**config.mk**
```make
export PLATFORM = sky130hd
export DESIGN_NAME = agu_arbiter
export DESIGN_NICKNAME = d
export VERILOG_FILES = /design/src/rtl/agu_arbiter.sv
export SDC_FILE = /design/constraint.sdc
export NUM_CORES = 1
export LEC_CHECK = 0
export ABC_CLOCK_PERIOD_IN_PS = 2800
export BUFFER_PORTS_ARGS = -buffer_cell sky130_fd_sc_hd__buf_2
export CAP_MARGIN = 30
export CORE_MARGIN = 4
export CORE_UTILIZATION = 58
export DETAILED_ROUTE_END_ITERATION = 8
export PLACE_DENSITY = 0.88
export SETUP_SLACK_MARGIN = 0.1
export SLEW_MARGIN = 20
export SYNTH_ARGS = -nofsm -noshare
export SYNTH_HDL_FRONTEND = slang
export SYNTH_SLANG_ARGS = --single-unit
export TNS_END_PERCENT = 100
```
**constraint.sdc**
```tcl
create_clock -name i_clk -period 2.8 [get_ports i_clk]
set_clock_uncertainty 0.1 [all_clocks]
set_input_delay 0.42 -clock i_clk [delete_from_list [all_inputs] [get_ports i_clk]]
set_output_delay 0.42 -clock i_clk [all_outputs]
set_load 0.02 [all_outputs]
```
**src/rtl/agu_arbiter.sv**
```systemverilog
// agu_arbiter: shares one effective-address unit between a load/store requester
// (A) and a branch/jump requester (B). B has priority, and a starvation counter
// forces A to win after STARVE_LIMIT consecutive lost contentions. The result
// sits in a one-entry output register with a valid/ready handshake.
// Optional feature macro: AGU_ARB_PERF_EN adds saturating grant/stall counters.
module agu_arbiter #(
  parameter int unsigned STARVE_LIMIT = 4,
  parameter int unsigned CNT_W        = 16
) (
  input  logic             i_clk,
  input  logic             i_rst_n,
  input  logic             i_a_valid,
  output logic             o_a_ready,
  input  logic [3:0]       i_a_op,
  input  logic [31:0]      i_a_addr,
  input  logic [25:0]      i_a_offset,
  input  logic             i_b_valid,
  output logic             o_b_ready,
  input  logic [3:0]       i_b_op,
  input  logic [31:0]      i_b_addr,
  input  logic [25:0]      i_b_offset,
  output logic             o_res_valid,
  input  logic             i_res_ready,
  output logic             o_res_id,
  output logic [31:0]      o_res_addr,
  output logic [1:0]       o_res_exc,
  output logic             o_res_illegal
`ifdef AGU_ARB_PERF_EN
  ,
  output logic [CNT_W-1:0] o_perf_grant_a,
  output logic [CNT_W-1:0] o_perf_grant_b,
  output logic [CNT_W-1:0] o_perf_stall
`endif
);

  localparam int unsigned STARVE_W = $clog2(STARVE_LIMIT + 1);

  // Elaboration-time guard: a zero limit or zero-width counter is meaningless.
  if (STARVE_LIMIT == 0 || CNT_W == 0) begin : g_bad_params
    $error("agu_arbiter: STARVE_LIMIT and CNT_W must both be >= 1");
  end

  typedef enum logic {
    EMPTY = 1'b0,
    FULL  = 1'b1
  } state_t;

  typedef struct packed {
    logic        id;
    logic [31:0] addr;
    logic [1:0]  exc;
    logic        illegal;
  } result_t;

  // Effective-address computation for one request; all sums wrap mod 2^32.
  function automatic result_t agu_calc(input logic        id,
                                       input logic [3:0]  op,
                                       input logic [31:0] base,
                                       input logic [25:0] offset);
    result_t     res;
    logic [31:0] s16;
    logic [31:0] sum;
    res     = '0;
    res.id  = id;
    s16     = {{16{offset[15]}}, offset[15:0]};
    sum     = base + s16;
    case (op)
      4'd1: begin
        res.addr = sum;
        res.exc  = sum[1:0];
      end
      4'd2:    res.addr = base + {s16[29:0], 2'b00};
      4'd3:    res.addr = {base[31:28], offset, 2'b00};
      default: res.illegal = 1'b1;
    endcase
    return res;
  endfunction

  state_t                state_q;
  state_t                state_d;
  result_t               res_q;
  result_t               res_d;
  logic [STARVE_W-1:0]   starve_cnt;
  logic                  accept_ok;
  logic                  starved;
  logic                  grant_a;
  logic                  grant_b;
  logic                  grant;
  logic                  contention;

  assign accept_ok  = (state_q == EMPTY) | i_res_ready;
  assign starved    = (starve_cnt == STARVE_W'(STARVE_LIMIT));
  assign contention = i_a_valid & i_b_valid;

  // Per-cycle grant: B wins contention unless A has been starved out.
  always_comb begin
    // NOTE: every always_comb output gets a default first so no path leaves it unassigned and infers a latch.
    grant_a = 1'b0;
    grant_b = 1'b0;
    if (accept_ok) begin
      if (contention) begin
        grant_a = starved;
        grant_b = !starved;
      end else begin
        grant_a = i_a_valid;
        grant_b = i_b_valid;
      end
    end
  end

  assign grant     = grant_a | grant_b;
  assign o_a_ready = grant_a;
  assign o_b_ready = grant_b;

  // Result of the winning request, ready to load into the output register.
  always_comb begin
    res_d = grant_a ? agu_calc(1'b0, i_a_op, i_a_addr, i_a_offset)
                    : agu_calc(1'b1, i_b_op, i_b_addr, i_b_offset);
  end

  // Output-register occupancy: a grant always fills it, a drain without grant empties it.
  always_comb begin
    state_d = state_q;
    case (state_q)
      EMPTY:   if (grant) state_d = FULL;
      FULL:    if (i_res_ready && !grant) state_d = EMPTY;
      default: state_d = EMPTY;
    endcase
  end

  // State register; reset drops any result in flight.
  always_ff @(posedge i_clk or negedge i_rst_n) begin
    // NOTE: sequential state uses non-blocking assignments so all flops sample pre-edge values together.
    if (!i_rst_n) state_q <= EMPTY;
    else          state_q <= state_d;
  end

  // Result payload register; only loads on a grant so fields are stable while stalled.
  always_ff @(posedge i_clk or negedge i_rst_n) begin
    // NOTE: the payload is reset too because its fields are visible outputs that must read 0 after reset.
    if (!i_rst_n)   res_q <= '0;
    else if (grant) res_q <= res_d;
  end

  // Starvation counter: counts A's lost contentions, cleared whenever A wins.
  always_ff @(posedge i_clk or negedge i_rst_n) begin
    if (!i_rst_n) begin
      starve_cnt <= '0;
    end else if (grant_a) begin
      starve_cnt <= '0;
    end else if (contention && grant_b && !starved) begin
      starve_cnt <= starve_cnt + 1'b1;
    end
  end

  assign o_res_valid   = (state_q == FULL);
  assign o_res_id      = res_q.id;
  assign o_res_addr    = res_q.addr;
  assign o_res_exc     = res_q.exc;
  assign o_res_illegal = res_q.illegal;

`ifdef AGU_ARB_PERF_EN
  logic [CNT_W-1:0] perf_ga;
  logic [CNT_W-1:0] perf_gb;
  logic [CNT_W-1:0] perf_st;
  logic             stall;

  assign stall = (i_a_valid | i_b_valid) & !grant;

  // Saturating performance counters.
  always_ff @(posedge i_clk or negedge i_rst_n) begin
    if (!i_rst_n) begin
      perf_ga <= '0;
      perf_gb <= '0;
      perf_st <= '0;
    end else begin
      if (grant_a && !(&perf_ga)) perf_ga <= perf_ga + 1'b1;
      if (grant_b && !(&perf_gb)) perf_gb <= perf_gb + 1'b1;
      if (stall   && !(&perf_st)) perf_st <= perf_st + 1'b1;
    end
  end

  assign o_perf_grant_a = perf_ga;
  assign o_perf_grant_b = perf_gb;
  assign o_perf_stall   = perf_st;
`endif

endmodule

```
==> impl_metrics.py, run 1 <==
metrics = {
    "floorplan": {
        "start_util_pct": 59.04,
        "die_w_um": 129.4,
        "rows": 44,
        "die_h_um": 129.4,
        "io_pins": 168,
    },
    "clocking": {
        "clock_path_buffers": 2,
        "hold_buffers": 0,
        "cts_buffers": 5,
        "clkSinkCount": 40,
        "cts-root-buf": "clkbuf_16",
        "htreeDepth": 2,
    },
    "placement": {
        "dp_hpwl_um": 30980,
        "place.gp.congestion": 1.120,
        "port_buffers": 167,
    },
    "synth": {
        "synth_cell_types": 89,
        "yosys_warnings": 0,
        "syn_area_um2": 8548,
        "syn-num-nets": 1400,
        "synth-seq-cells": 40,
        "synthFlopType": "dfrtp_1",
        "ys_seq_area_share_pct": 11.71,
        "avgSynthCellArea_um2": 7.287,
        "async_flop_share_pct": 100.0,
        "synth_edf_count": 0,
        "syn_inst": 1173,
    },
    "outcome": {
        "toolErrorMsg": "[ERROR GRT-0116] Global routing finished with congestion. Check the congestion regions in the DRC Viewer.",
        "lastStage": "5_1_grt",
        "status": "aborted with a tool error",
    },
    "global_route": {
        "gr-total-overflow": 9,
        "grt_pass1_vias": 16230,
        "grt_usage_pct": 74.42,
        "grt_pass1_wl_um": 95210,
        "grt_max_degree": 44,
    },
}
-- per-layer routing --
layer	overflow	global-route usage, %
met4	4	71.53
met1	0	73.06
met3	0	65.66
met2	5	87.84
met5	0	37.06
-- cell families after synthesis --
logic type	share of synthesized area (%)
buffers and inverters	4.128
adders and majority gates	14.70
muxes	2.166
DFF	11.71
AOI/OAI and AO/OA	40.60
xor gates and xnor gates	7.070
and+or+nand+nor	19.63
-- metrics by stage --
stage / setup WS [ps] / util [%] / TNS [ps] / std cells / area [µm²]
after floorplan: -117.2 / - / -428.9 / 1173 / 8866
after global placement: -475.6 / 84.25 / -6283 / 1796 / 12200
after detailed placement: -630.9 / 84.25 / -9517 / 1796 / 12200
after CTS: -136.3 / 89.31 / -816.3 / 1822 / 12930
-- synthesized netlist by cell type (8+ instances only) --
| cell type | count | area, µm² |
|---|---|---|
| nor3_1 | 40 | 200.2 |
| dfrtp_1 | 40 | 1001 |
| a21oi_1 | 107 | 535.5 |
| clkbuf_1 | 46 | 172.7 |
| o22ai_1 | 15 | 93.84 |
| a21o_1 | 35 | 262.8 |
| a211oi_1 | 31 | 232.7 |
| a221o_1 | 9 | 90.09 |
| or2_2 | 12 | 75.07 |
| xnor2_1 | 43 | 376.6 |
| nand2_1 | 118 | 442.9 |
| ha_1 | 94 | 1176 |
| o21a_1 | 25 | 187.7 |
| o31ai_1 | 13 | 97.59 |
| or3_1 | 8 | 50.05 |
| nor2b_1 | 9 | 56.30 |
| o221ai_1 | 10 | 87.58 |
| mux2i_1 | 14 | 140.1 |
| and2_1 | 9 | 56.30 |
| a221oi_1 | 11 | 96.34 |
| o21ai_0 | 107 | 535.5 |
| xor2_1 | 26 | 227.7 |
| nand3_1 | 15 | 75.07 |
| inv_1 | 31 | 116.4 |
| a31oi_1 | 12 | 75.07 |
| o21bai_1 | 14 | 105.1 |
| nand2b_1 | 15 | 93.84 |
| o211ai_1 | 12 | 90.09 |
| nor2_1 | 82 | 307.8 |
| and3_1 | 10 | 62.56 |
| nand4_1 | 10 | 62.56 |
| buf_2 | 9 | 45.04 |
| a22oi_1 | 21 | 157.7 |
-- repair_timing --
action,in CTS
endpoints found under the hold margin,0
buffers inserted,18
pin swaps,77
setup endpoints to repair,23
gates resized for setup,108
==> run 2, diff against run 1 <==
--- a/config.mk
+++ b/config.mk
@@ -9,10 +9,9 @@
 export BUFFER_PORTS_ARGS = -buffer_cell sky130_fd_sc_hd__buf_2
 export CAP_MARGIN = 30
 export CORE_MARGIN = 4
-export CORE_UTILIZATION = 58
+export CORE_UTILIZATION = 40
 export DETAILED_ROUTE_END_ITERATION = 8
-export PLACE_DENSITY = 0.88
-export SETUP_SLACK_MARGIN = 0.1
+export PLACE_DENSITY_LB_ADDON = 0.15
 export SLEW_MARGIN = 20
 export SYNTH_ARGS = -nofsm -noshare
 export SYNTH_HDL_FRONTEND = slang
==> impl_metrics.py, run 2 <==
metrics = {
    "finish": {
        "layout_common_cells": "368 x buf_4, 162 x buf_2, 116 x nand2_1, 92 x a21oi_1, 88 x o21ai_0",
        "multi_input_area_um2": 7856,
        "fin_cells": 1939,
        "area_growth_pct": 54.52,
        "largest_reg_flops": 32,
        "design_area_um2": 13210,
        "final_common_cell": "buf_4",
        "final_nets": 1891,
        "fill_cells": 1934,
        "seqCellArea_um2": 1001,
        "antennaDiodeCount": 0,
        "drive_above_1_share_pct": 40.87,
    },
    "setup_path": {
        "end_kind": "flop",
        "worstReg2RegStart": "starve_cnt[0]",
        "crit_path_max_fanout": 4,
        "cp.arrival_ps": 3060,
        "r2r_cells": 10,
        "reg2reg_to": "o_res_addr[31]",
        "r2r_slack_ps": 180,
        "cp.required_ps": 2870,
        "critPathLaunchType": "input port",
        "crit_type": "input port to flop",
    },
    "clocking": {
        "path_clk_slew_ps": 60,
        "clock_path_buffers": 2,
        "htreeDepth": 2,
        "clock_latency_ps": 290,
        "cts_buffers": 5,
        "clkSinkCount": 40,
        "cts_tree": "yes",
        "cts-root-buf": "clkbuf_16",
    },
    "global_route": {
        "grt_pass1_wl_um": 54630,
        "grt_pass1_vias": 10700,
        "antenna_found_initial": 0,
        "grt_usage_pct": 28.01,
        "gr-total-overflow": 0,
        "grt_max_degree": 41,
    },
    "worst_hold_path": {
        "hp-class": "input port to flop",
        "holdCritStartpoint": "i_a_valid",
        "hold_path_end": "starve_cnt[2]",
        "min_path_cells": 3,
    },
    "detailed_routing": {
        "wirelength_um": 35700,
        "via_per_inst": 5.887,
        "ant_nets": 0,
        "wl_per_cell_um": 18.41,
        "remaining_drc_errors": 0,
        "dr.pass1.iters": 5,
        "via_count": 11410,
        "drt-initial-drc-count": 901,
    },
    "synth": {
        "yosys_warnings": 0,
        "synthTopCellsByCount": "118 x nand2_1, 107 x a21oi_1, 107 x o21ai_0, 94 x ha_1, 82 x nor2_1",
        "ys_seq_area_share_pct": 11.71,
        "synthFlopType": "dfrtp_1",
        "synth_cell_types": 89,
        "yosysMostFrequentCell": "nand2_1",
        "syn_area_um2": 8548,
        "synth_top_cell_area_share_pct": 13.76,
        "synth_edf_count": 0,
        "avgSynthCellArea_um2": 7.287,
        "async_flop_share_pct": 100.0,
        "syn_inst": 1173,
        "syn-num-nets": 1400,
        "yosys-top-cells-area": "ha_1 14%, dfrtp_1 12%, a21oi_1 6.3%",
        "yosysTopAreaCell": "ha_1",
        "synth-seq-cells": 40,
    },
    "floorplan": {
        "die_h_um": 154.2,
        "die_w_um": 154.2,
        "rows": 53,
        "start_util_pct": 40.66,
        "core_um2": 21020,
        "dieArea_um2": 23770,
        "io_pins": 168,
    },
    "timing": {
        "rsz0062_at_grt": "yes",
        "setup-violations-final": 11,
        "hold_violations": 0,
        "layout_min_cycle_time_ps": 2988,
        "setup_slack_ps": -188.0,
        "relSlewSlack_pct": 49.22,
        "holdWs_ps": 363.8,
        "period_share_pct": 106.7,
        "tightest_slew_ps": 761.8,
        "maxSlewViolCount": 0,
        "fmax_mhz": 334.7,
    },
    "run": {
        "cap_violations": 0,
    },
    "power": {
        "peakVddDrop_uv": 215.1,
        "power_density_nw_per_um2": 298.4,
        "total_power_mw": 3.941,
        "p_leak_nw": 6.179,
    },
    "placement": {
        "dp_hpwl_um": 29550,
        "place.gp.congestion": 1.010,
        "port_buffers": 167,
        "dp_cells": 1922,
        "placed_area_um2": 12540,
    },
    "outcome": {
        "status": "finished, violations left",
        "violations": "setup timing",
    },
}
## run 2: worst max-delay path by stage
stage                  start        endpoint  slack, ps
2_1_floorplan    i_a_addr[2]  o_res_addr[30]       -120
3_3_place_gp     i_a_addr[2]  o_res_addr[26]       -680
3_5_place_dp     i_a_addr[2]  o_res_addr[26]       -720
4_1_cts        i_a_offset[0]  o_res_addr[30]       -160
5_1_grt        i_a_offset[0]  o_res_addr[30]       -280
6_report       i_a_offset[0]  o_res_addr[30]       -190
## run 2: where the power goes
| group | total, mW | switching (mW) | internal [mW] | leakage [nW] |
|---|---|---|---|---|
| clock | 0.607 | 0.232 | 0.374 | 0.0760 |
| combinational | 2.69 | 1.38 | 1.32 | 5.56 |
| sequential | 0.640 | 0.0297 | 0.611 | 0.542 |
| total | 3.94 | 1.64 | 2.30 | 6.18 |
## run 2: kinds of logic (layout without fill, tap and decap cells)
logic type,after synthesis,count (layout),synth area share [%]
flops,40,40,11.71
mux,18,18,2.166
simple gates,351,351,19.63
xor+xnor,69,69,7.070
fa+ha+maj,98,98,14.70
buf+inv,89,580,4.128
compound gates,508,508,40.60
## run 2: layer usage
| layer | up-vias | wire, µm | global-route usage [%] |
|---|---|---|---|
| li1 | 5503 | - | - |
| met3 | 73 | 2767 | 4.841 |
| met2 | 468 | 16470 | 46.32 |
| met4 | 0 | 1147 | 7.948 |
| met5 | - | 0 | 0 |
| met1 | 5370 | 15320 | 37.61 |
## run 2: layout make-up
class                           count  area share, %
Multi-Input combinational cell   1044          59.48
Clock buffer                        7          1.156
Inverter                           32         0.9093
Timing Repair Buffer              541          28.28
Tap cell                          275          2.605
Sequential cell                    40          7.578
## run 2: timing repair
item | 4_1_cts | 5_1_grt
gates resized for setup | 41 | 65
buffers inserted | 5 | 3
hold endpoints to repair | 0 | 8
hold buffers | 0 | 1
pin swaps | 30 | 44
endpoints found under the setup margin | 17 | 19
## run 2: through the flow
step | utilization (%) | TNS (ps) | worst slack (ps)
2_1_floorplan | - | -417.5 | -117.2
3_3_place_gp | 59.65 | -8113 | -676.2
3_5_place_dp | 59.65 | -8888 | -715.8
4_1_cts | 61.43 | -871.5 | -159.1
5_1_grt | 62.84 | -2310 | -276.1
6_report | 62.84 | -1094 | -188.0
## run 2: worst max-delay path, cell delays in order
cell	delay, ps
buf_8	110
ha_4	150
fa_2	370
a211oi_4	280
o211ai_1	230
a211oi_2	420
nor2_1	70
o41a_1	410
a21boi_2	170
xnor2_1	80
a2111o_1	350
No activity file was read; power rests on OpenSTA's default activity.
==> run 3, diff against run 2 <==
==> constraint.sdc (replaced) <==
create_clock -name i_clk -period 2.8 [get_ports i_clk]
set_clock_uncertainty 0.1 [all_clocks]
set_input_delay 0.14 -clock i_clk [delete_from_list [all_inputs] [get_ports i_clk]]
set_output_delay 0.14 -clock i_clk [all_outputs]
set_load 0.02 [all_outputs]
==> impl_metrics.py, run 3 (synthesis gave the netlist of run 2 again) <==
metrics = {
    "floorplan": {
        "die_w_um": 154.2,
        "start_util_pct": 40.66,
        "core_um2": 21020,
        "io_pins": 168,
        "rows": 53,
        "die_h_um": 154.2,
        "dieArea_um2": 23770,
    },
    "outcome": {
        "status": "completed",
    },
    "power": {
        "p_leak_nw": 5.882,
        "clock_power_share_pct": 17.2,
        "comb_power_share_pct": 66.1,
        "p_switching_mw": 1.586,
        "seqPwrFrac_pct": 16.7,
        "peakVddDrop_uv": 197.0,
        "total_power_mw": 3.820,
        "p_int_mw": 2.234,
        "power_density_nw_per_um2": 306.7,
        "switching_share_pct": 41.52,
    },
    "global_route": {
        "grt_pass1_vias": 10320,
        "grt_max_degree": 41,
        "grt_pass1_wl_um": 54270,
        "antenna_found_initial": 0,
        "grt_usage_pct": 27.63,
        "gr-total-overflow": 0,
    },
    "clocking": {
        "clock_latency_ps": 280,
        "cts-root-buf": "clkbuf_16",
        "cts_tree": "yes",
        "clkSinkCount": 40,
        "cts_buffers": 5,
        "htreeDepth": 2,
        "path_clk_slew_ps": 60,
        "clock_path_buffers": 2,
    },
    "detailed_routing": {
        "dr.pass1.iters": 6,
        "via_count": 11010,
        "top_layer": "met4",
        "remaining_drc_errors": 0,
        "ant_nets": 0,
        "via_per_inst": 5.821,
        "wl_met2_um": 16180,
        "wirelength_um": 35060,
        "drt-initial-drc-count": 893,
        "wl_met1_um": 16110,
        "wl_met3_um": 1989,
        "wl_per_cell_um": 18.53,
    },
    "worst_hold_path": {
        "hp-class": "input port to flop",
    },
    "timing": {
        "setup_slack_ps": 74.36,
        "layout_min_cycle_time_ps": 2726,
        "rsz0062_at_grt": "yes",
        "relSlewSlack_pct": 58.55,
        "tightest_slew_ps": 618.9,
        "period_share_pct": 97.34,
        "fmax_mhz": 366.9,
        "maxSlewViolCount": 0,
        "setup_tns_ps": 0,
        "hold_violations": 0,
        "setup-violations-final": 0,
    },
    "placement": {
        "dpl_worst_slack_ps": -370.7,
        "dp_hpwl_um": 29080,
        "place.gp.congestion": 1.012,
        "port_buffers": 167,
    },
    "setup_path": {
        "end_kind": "flop",
        "reg2reg_to": "o_res_addr[31]",
        "critPathLaunchType": "input port",
        "worstReg2RegStart": "starve_cnt[0]",
        "cp.arrival_ps": 2790,
        "r2r_cells": 11,
        "worstSetupStartpoint": "i_a_addr[2]",
        "crit_type": "input port to flop",
        "crit_path_max_fanout": 3,
        "r2r_slack_ps": 320,
        "cp.required_ps": 2870,
        "setup.worst_path.end": "o_res_addr[30]",
    },
    "finish": {
        "final_common_cell": "buf_4",
        "final_util_pct": 59.26,
        "final_nets": 1843,
        "drive_above_1_share_pct": 36.12,
        "area_growth_pct": 45.73,
        "fill_cells": 2008,
        "antennaDiodeCount": 0,
        "largest_reg_flops": 32,
        "layout_common_cells": "323 x buf_4, 165 x buf_2, 118 x nand2_1, 101 x o21ai_0, 101 x a21oi_1",
    },
    "run": {
        "cap_violations": 0,
    },
}
==> run 3: metrics by stage <==
stage	std cells	hold slack [ps]	cell area, µm²
after detailed placement	1870	210.4	11870
after global routing	1892	90.39	12460
after CTS	1881	69.80	12070
final	1892	80.02	12460
after floorplan	1173	-255.6	8558
after global placement	1870	214.0	11870
==> run 3: worst min-delay path by stage <==
stage | startpoint | endpoint | slack [ps] | cells past startpoint
floorplan | i_rst_n | o_res_addr[0] | -260 | 0
global placement | i_rst_n | o_res_id | 210 | 1
detailed placement | i_rst_n | o_res_addr[22] | 210 | 1
CTS | i_a_valid | starve_cnt[2] | 70 | 3
global route | i_a_valid | starve_cnt[2] | 90 | 3
finish | i_a_valid | starve_cnt[2] | 80 | 3
==> run 3: critical path: stages <==
cell and delay [ps]:
buf_2 130, ha_1 230, fa_2 370, a211oi_4 240
o211ai_1 170, a211oi_2 240, buf_4 160, nor2_1 50
o41a_1 360, a21boi_1 170, xnor2_1 110, a2111o_1 410
==> run 3: layout make-up <==
cell class | count | area (µm²) | area share, %
flip-flops and latches | 40 | 1001 | 8.035
clock inverters | 2 | 35.03 | 0.2812
clock buffers | 6 | 128.9 | 1.035
inverters | 32 | 120.1 | 0.9642
multi-input cells | 1044 | 7517 | 60.35
well taps | 275 | 344.1 | 2.762
repair buffers | 493 | 3311 | 26.58
==> run 3: power by group through the flow <==
| stage | logic (mW) | clock network (mW) | registers [mW] |
|---|---|---|---|
| CTS | 2.39 | 0.664 | 0.638 |
| detailed placement | 2.36 | 0 | 0.648 |
| global placement | 2.36 | 0 | 0.647 |
| floorplan | 1.30 | 0 | 0.669 |
| finish | 2.53 | 0.657 | 0.638 |
| global route | 2.74 | 0.681 | 0.642 |
==> run 3: repair_timing <==
action | CTS | global route
endpoints found under the hold margin | 40 | 0
hold buffers | 1 | 0
setup endpoints to repair | 7 | 15
setup buffers | 2 | 10
gates cloned | 0 | 0
pin swaps | 2 | 22
gates resized for setup | 5 | 55
==> run 3: metal layers <==
layer / up-vias / GRT usage, %
met1: 5186 / 39.67
li1: 5397 / -
met4: 0 / 7.191
met3: 40 / 1.455
met5: - / 0
met2: 391 / 45.40
